--- config.mk ---
export PLATFORM = sky130hd
export DESIGN_NAME = rf_arbiter
export DESIGN_NICKNAME = d
export VERILOG_FILES = /design/src/rtl/rf_arbiter.sv
export SDC_FILE = /design/constraint.sdc
export NUM_CORES = 1
export LEC_CHECK = 0
export ABC_AREA = 1
export CAP_MARGIN = 20
export CORE_UTILIZATION = 28
export CTS_CLUSTER_SIZE = 12
export DETAILED_ROUTE_END_ITERATION = 16
export PLACE_DENSITY = 0.8
export SYNTH_ARGS = -nofsm -noshare
export SYNTH_HDL_FRONTEND = slang
export SYNTH_SLANG_ARGS = --single-unit
export TNS_END_PERCENT = 100
--- constraint.sdc ---
create_clock -name clk -period 1.7 [get_ports clk]
set_input_delay 0.17 -clock clk [delete_from_list [all_inputs] [get_ports clk]]
set_output_delay 0.17 -clock clk [all_outputs]
set_load 0.05 [all_outputs]
--- src/rtl/rf_arbiter.sv ---
// rf_arbiter: shares one 32x8 register file between port A (CPU datapath)
// and port B (debug/loader). Every reset starts with a sweep that writes zero
// to all DEPTH registers before either port can be granted. Arbitration is
// round-robin on ties; the owner keeps the file for as long as it holds REQ.
//
// Build option: define ARB_TIMEOUT_EN to bound ownership to MAX_HOLD cycles
// whenever the other port is waiting. Without it, ownership is unbounded.
//
// state | meaning
// ------+---------------------------------------------------------------
// CLEAR | zeroing sweep, RF_ADRX = cnt, RF_WR = 1, no grants, BUSY = 1
// IDLE  | no owner, RF outputs parked at 0, arbitrate pending requests
// OWN_A | port A owns the register file, A_* passed through to RF_*
// OWN_B | port B owns the register file, B_* passed through to RF_*

module rf_arbiter #(
    parameter int ADDR_W   = 5,
    parameter int DATA_W   = 8,
    parameter int DEPTH    = 32,
    parameter int MAX_HOLD = 16
) (
    input  logic              clk,
    input  logic              RST_N,
    input  logic              A_REQ,
    input  logic              A_WR,
    input  logic [ADDR_W-1:0] A_ADRX,
    input  logic [ADDR_W-1:0] A_ADRY,
    input  logic [DATA_W-1:0] A_DIN,
    output logic              A_GNT,
    output logic [DATA_W-1:0] A_DX,
    output logic [DATA_W-1:0] A_DY,
    input  logic              B_REQ,
    input  logic              B_WR,
    input  logic [ADDR_W-1:0] B_ADRX,
    input  logic [ADDR_W-1:0] B_ADRY,
    input  logic [DATA_W-1:0] B_DIN,
    output logic              B_GNT,
    output logic [DATA_W-1:0] B_DX,
    output logic [DATA_W-1:0] B_DY,
    output logic [DATA_W-1:0] RF_DIN,
    output logic [ADDR_W-1:0] RF_ADRX,
    output logic [ADDR_W-1:0] RF_ADRY,
    output logic              RF_WR,
    input  logic [DATA_W-1:0] RF_DX,
    input  logic [DATA_W-1:0] RF_DY,
    output logic              BUSY
);

    typedef enum logic [1:0] {
        CLEAR = 2'd0,
        IDLE  = 2'd1,
        OWN_A = 2'd2,
        OWN_B = 2'd3
    } state_t;

    localparam logic [ADDR_W-1:0] LAST_ADDR = ADDR_W'(DEPTH - 1);

    // The sweep walks the address space exactly once, so a mismatched
    // DEPTH would leave registers uncleared or wrap the counter early.
    if (DEPTH != (1 << ADDR_W) || MAX_HOLD < 1) begin : g_bad_cfg
        $error("rf_arbiter: DEPTH must be 2**ADDR_W and MAX_HOLD >= 1");
    end

    state_t            state;
    logic [ADDR_W-1:0] cnt;
    logic              last_b;     // 1: port B was granted most recently
    logic              preempt_a;
    logic              preempt_b;
    logic              rf_wr_c;

`ifdef ARB_TIMEOUT_EN
    localparam int                HOLD_W    = (MAX_HOLD > 1) ? $clog2(MAX_HOLD) : 1;
    localparam logic [HOLD_W-1:0] HOLD_INIT = HOLD_W'(MAX_HOLD - 1);

    logic [HOLD_W-1:0] hold_cnt;
    logic              hold_done;

    // Ownership timer: reloaded while not owning, counts down while owning
    // and saturates at zero so a late request from the other port still
    // preempts immediately.
    always_ff @(posedge clk or negedge RST_N) begin
        if (!RST_N) begin
            hold_cnt <= HOLD_INIT;
        end else if (state == OWN_A || state == OWN_B) begin
            if (hold_cnt != '0) hold_cnt <= hold_cnt - 1'b1;
        end else begin
            hold_cnt <= HOLD_INIT;
        end
    end

    assign hold_done = (hold_cnt == '0);
    assign preempt_a = hold_done & B_REQ;
    assign preempt_b = hold_done & A_REQ;
`else
    assign preempt_a = 1'b0;
    assign preempt_b = 1'b0;
`endif

    // Arbitration FSM with registered grants; last-granted port loses ties.
    always_ff @(posedge clk or negedge RST_N) begin
        if (!RST_N) begin
            state  <= CLEAR;
            cnt    <= '0;
            last_b <= 1'b1;
            A_GNT  <= 1'b0;
            B_GNT  <= 1'b0;
        end else begin
            case (state)
                CLEAR: begin
                    cnt <= cnt + 1'b1;
                    if (cnt == LAST_ADDR) state <= IDLE;
                end
                IDLE: begin
                    if (A_REQ && (!B_REQ || last_b)) begin
                        state  <= OWN_A;
                        A_GNT  <= 1'b1;
                        last_b <= 1'b0;
                    end else if (B_REQ) begin
                        state  <= OWN_B;
                        B_GNT  <= 1'b1;
                        last_b <= 1'b1;
                    end
                end
                OWN_A: begin
                    if (!A_REQ || preempt_a) begin
                        state <= IDLE;
                        A_GNT <= 1'b0;
                    end
                end
                OWN_B: begin
                    if (!B_REQ || preempt_b) begin
                        state <= IDLE;
                        B_GNT <= 1'b0;
                    end
                end
                default: begin
                    state <= CLEAR;
                    cnt   <= '0;
                    A_GNT <= 1'b0;
                    B_GNT <= 1'b0;
                end
            endcase
        end
    end

    // Register file port mux: only the sweep or the current owner reaches RF_*.
    always_comb begin
        rf_wr_c = 1'b0;
        RF_ADRX = '0;
        RF_ADRY = '0;
        RF_DIN  = '0;
        case (state)
            CLEAR: begin
                rf_wr_c = 1'b1;
                RF_ADRX = cnt;
            end
            OWN_A: begin
                rf_wr_c = A_WR;
                RF_ADRX = A_ADRX;
                RF_ADRY = A_ADRY;
                RF_DIN  = A_DIN;
            end
            OWN_B: begin
                rf_wr_c = B_WR;
                RF_ADRX = B_ADRX;
                RF_ADRY = B_ADRY;
                RF_DIN  = B_DIN;
            end
            default: ;
        endcase
    end

    // State is already CLEAR while reset is held, so the write strobe is
    // gated with reset to keep the file untouched until release.
    assign RF_WR = rf_wr_c & RST_N;

    assign A_DX = A_GNT ? RF_DX : '0;
    assign A_DY = A_GNT ? RF_DY : '0;
    assign B_DX = B_GNT ? RF_DX : '0;
    assign B_DY = B_GNT ? RF_DY : '0;

    assign BUSY = (state == CLEAR);

endmodule

==> qor.log <==
[timing] number of pins with negative max-slew slack in the final report 0
[worst_setup_path] start point of the critical path state[0]$_DFFE_PN0P_
[worst_setup_path] cell with the largest stage delay on the worst path dfrtp_1
[floorplanning] Total Die Area 0.003961 mm2
[yosys] Seq/Total Area, Yosys 24.19%
[clock_network] Post-CTS Repair Setup Buffers 0
[timing] final total negative setup slack 0 ns
[cells_and_area] Antenna Cells 0
[timing] unrepaired setup endpoints after global routing false
[timing] relative max-transition margin 81.68%
[placed_design] placed cell count 323
[worst_setup_path] type of origin of the critical path register
[flow_run] Max Cap Violations 0
[yosys] top cells by area, synth nand2_1 22%, dfrtp_1 22%, inv_1 14%
[cells_and_area] top library cells by usage in the layout, fill and taps aside 61 x nand2_1, 57 x clkdlybuf4s50_1, 54 x buf_12
[clock_network] CTS tree yes
[worst_setup_path] Worst Path Arrival 1.44 ns
[timing] Final setup viols 0
[yosys] Post-Syn Area 0.001040 mm2
[placed_design] count of input and output buffers 111
[yosys] Cell variety after synth 25
[yosys] Synth Warn # 0
[drt] remaining design rule violation count 0
[cells_and_area] final net count 342
[global_route] global-route wire length before repair 6472 um
[global_route] via count of the first global-routing pass 1400
[drt] vias per inst 4.474
[global_route] initial antenna violation count 0
[timing] number of hold violations in the final report 0
[worst_setup_path] CP Cell Sequence inv_2 -> nand2_4 -> inv_4 -> a22o_1 -> buf_12
[clock_network] CTS Buffer Depth 2
[worst_setup_path] Critical Path End Type primary output
[timing] clock skew 0.003426 ns
[worst_setup_path] peak fanout along the critical path 18
[drt] Routed Antenna Nets 0
[drt] total via count after detailed routing 1463
[timing] Final min period 1.612 ns
[timing] fmax 0.6202 GHz
[drt] routed length per placed instance 12.53 um
[global_route] overall routing resource usage 20.35%
[cells_and_area] Finished Layout Cells 327
[drt] wire length after detailed routing 4096 um
[clock_network] total clock buffers created by CTS 3
[worst_setup_path] Required @ worst endpoint 1.53 ns
[power_and_ir_drop] overall power of the completed layout 5.846 mW
[floorplanning] Top-Level Pins 112
[min_path] Tightest Hold Check Type in -> async
[timing] Worst Max-Slew Pin Slew 0.2741 ns
[placed_design] HPWL after DPL 3421 um
[cells_and_area] area occupied by registers 252.7 um2
[global_route] total congestion overflow 0
[placed_design] area post-placement 0.002728 mm2
[cells_and_area] share of final-layout standard cells stronger than drive strength 1 25.62%
[cells_and_area] number of fill cells in the layout 216
[drt] Pre-antenna DRT Iters 4
[clock_network] clock slew at reported path FFs 0.05 ns
[global_route] maximum number of pins on one net before global-route repair 19
[clock_network] number of H-tree levels 1
[cells_and_area] Synth-to-Final Area Change 167.7%
[worst_setup_path] Worst path max stage delay 0.44 ns
[cells_and_area] most frequent standard cell in the layout excluding fill and tap cells nand2_1
[worst_setup_path] beginning of the worst register-to-register path cnt[0]$_DFFE_PN0N_
[timing] worst hold slack across all endpoints 0.2695 ns
[power_and_ir_drop] leakage power summed over all cells 1.454 nW
[run_status] outcome finished clean
[clock_network] TritonCTS Sinks 10
[clock_network] Clk Tree Root Cell clkbuf_8
[placed_design] RD Place Congestion 0.7831
[power_and_ir_drop] Peak VDD IR 0.001312 V
[worst_setup_path] Worst path top cell family by delay buffers and inverters
[floorplanning] Starting Density 30.21%
[yosys] post-synthesis cell type with the largest combined area nand2_1
[clock_network] Clock Latency Late Sink 0.24 ns
[worst_setup_path] Critical Setup Path Class reg -> out
[yosys] synthesized area per cell 6.152 um2
[yosys] area share of the largest cell type after synthesis 22.02%
[worst_setup_path] number of buffers and inverters on the critical path 3
[power_and_ir_drop] P per Cell Area 2100 mW/mm2
[cells_and_area] area of all placed cells without fillers 0.002784 mm2
[yosys] cell count after synthesis 169
[floorplanning] Die Span X 62.94 um
[floorplanning] Std-Cell Rows 21
[yosys] number of synthesized register bits 10
[cells_and_area] combined area of the multi-input logic cells 573.1 um2
[timing] post-route fraction of the period consumed by the critical path 94.85%
[floorplanning] die height 62.94 um
[drt] violation count after the first detailed-route iteration 37
[floorplanning] Floorplan Core Area 0.003442 mm2
[yosys] syn_nets 229
## cells in the mapped netlist
cell type and n:
nand3_1 8, xnor2_1 1, inv_2 3, nand3b_1 1
o31ai_1 1, a21oi_1 2, buf_6 3, buf_2 2
dfrtp_1 9, buf_4 1, ha_1 2, nand4_2 1
a22o_1 13, clkbuf_1 2, xor2_1 2, inv_1 40
nor2_2 1, o21ai_0 3, nand2_1 61, mux2_4 1
dfstp_2 1, mux2_2 1, nor2_1 8, nand2_4 1
o21bai_1 1
## worst paths after layout
path / to / slack [ns] / cells after the start
max in group asynchronous: last_b$_DFFE_PN1P_ / 1.21 / 2
hold reg to reg: cnt[3]$_DFFE_PN0N_ / 0.51 / 1
setup / recovery: RF_DIN[5] / 0.09 / 5
min in group clk: cnt[3]$_DFFE_PN0N_ / 0.51 / 1
hold / removal: cnt[1]$_DFFE_PN0N_ / 0.27 / 2
setup reg to reg: state[0]$_DFFE_PN0P_ / 0.22 / 9
## sequential cells by signal, summed over array words and instances, names as in the netlist
name    count
cnt         5
state       2
A_GNT       1
B_GNT       1
last_b      1
## kinds of logic after synthesis
kind of cell	Yosys count	share of synthesized area (%)
muxes	2	2.527
AOI/OAI and AO/OA	20	14.80
adders and majority gates	2	2.406
and+or+nand+nor	81	32.37
buffers and inverters	51	21.18
xor gates and xnor gates	3	2.528
DFF	10	24.19
## final cells by class
type                       count  area share, %
timing repair buffer         116          60.67
multi-input combinational    108          20.58
sequential                    10          9.079
inverter                      43          5.978
tap                           46          2.067
clock buffer                   4          1.618
## what timing repair did
action / CTS / global route
hold endpoints to repair: 0 / 0
endpoints found under the setup margin: 1 / 19
hold buffers: 0 / 0
gates resized for setup: 0 / 6
## through the flow
step | setup slack, ns | util (%)
floorplan | 0.07563 | -
global placement | 0.2863 | 79.24
detailed placement | 0.2388 | 79.24
CTS | -0.008049 | 80.55
global route | 0.007907 | 80.88
finish | 0.08757 | 80.88
## layer usage
metal / up-vias / GRT usage, % / part of all wire, %
met4: 0 / 1.744 / 0.29
met1: 665 / 21.74 / 38
met3: 2 / 6.022 / 6.9
met5: - / 0 / 0
met2: 57 / 39.78 / 55
li1: 739 / - / -
## power breakdown
part	leakage [nW]	switching (mW)	internal [mW]
clock	0.0228	0.0918	0.164
sequential	0.116	0.174	0.367
combinational	1.32	2.77	2.28
total	1.45	3.04	2.81
Power figures use the tool's default switching activity.
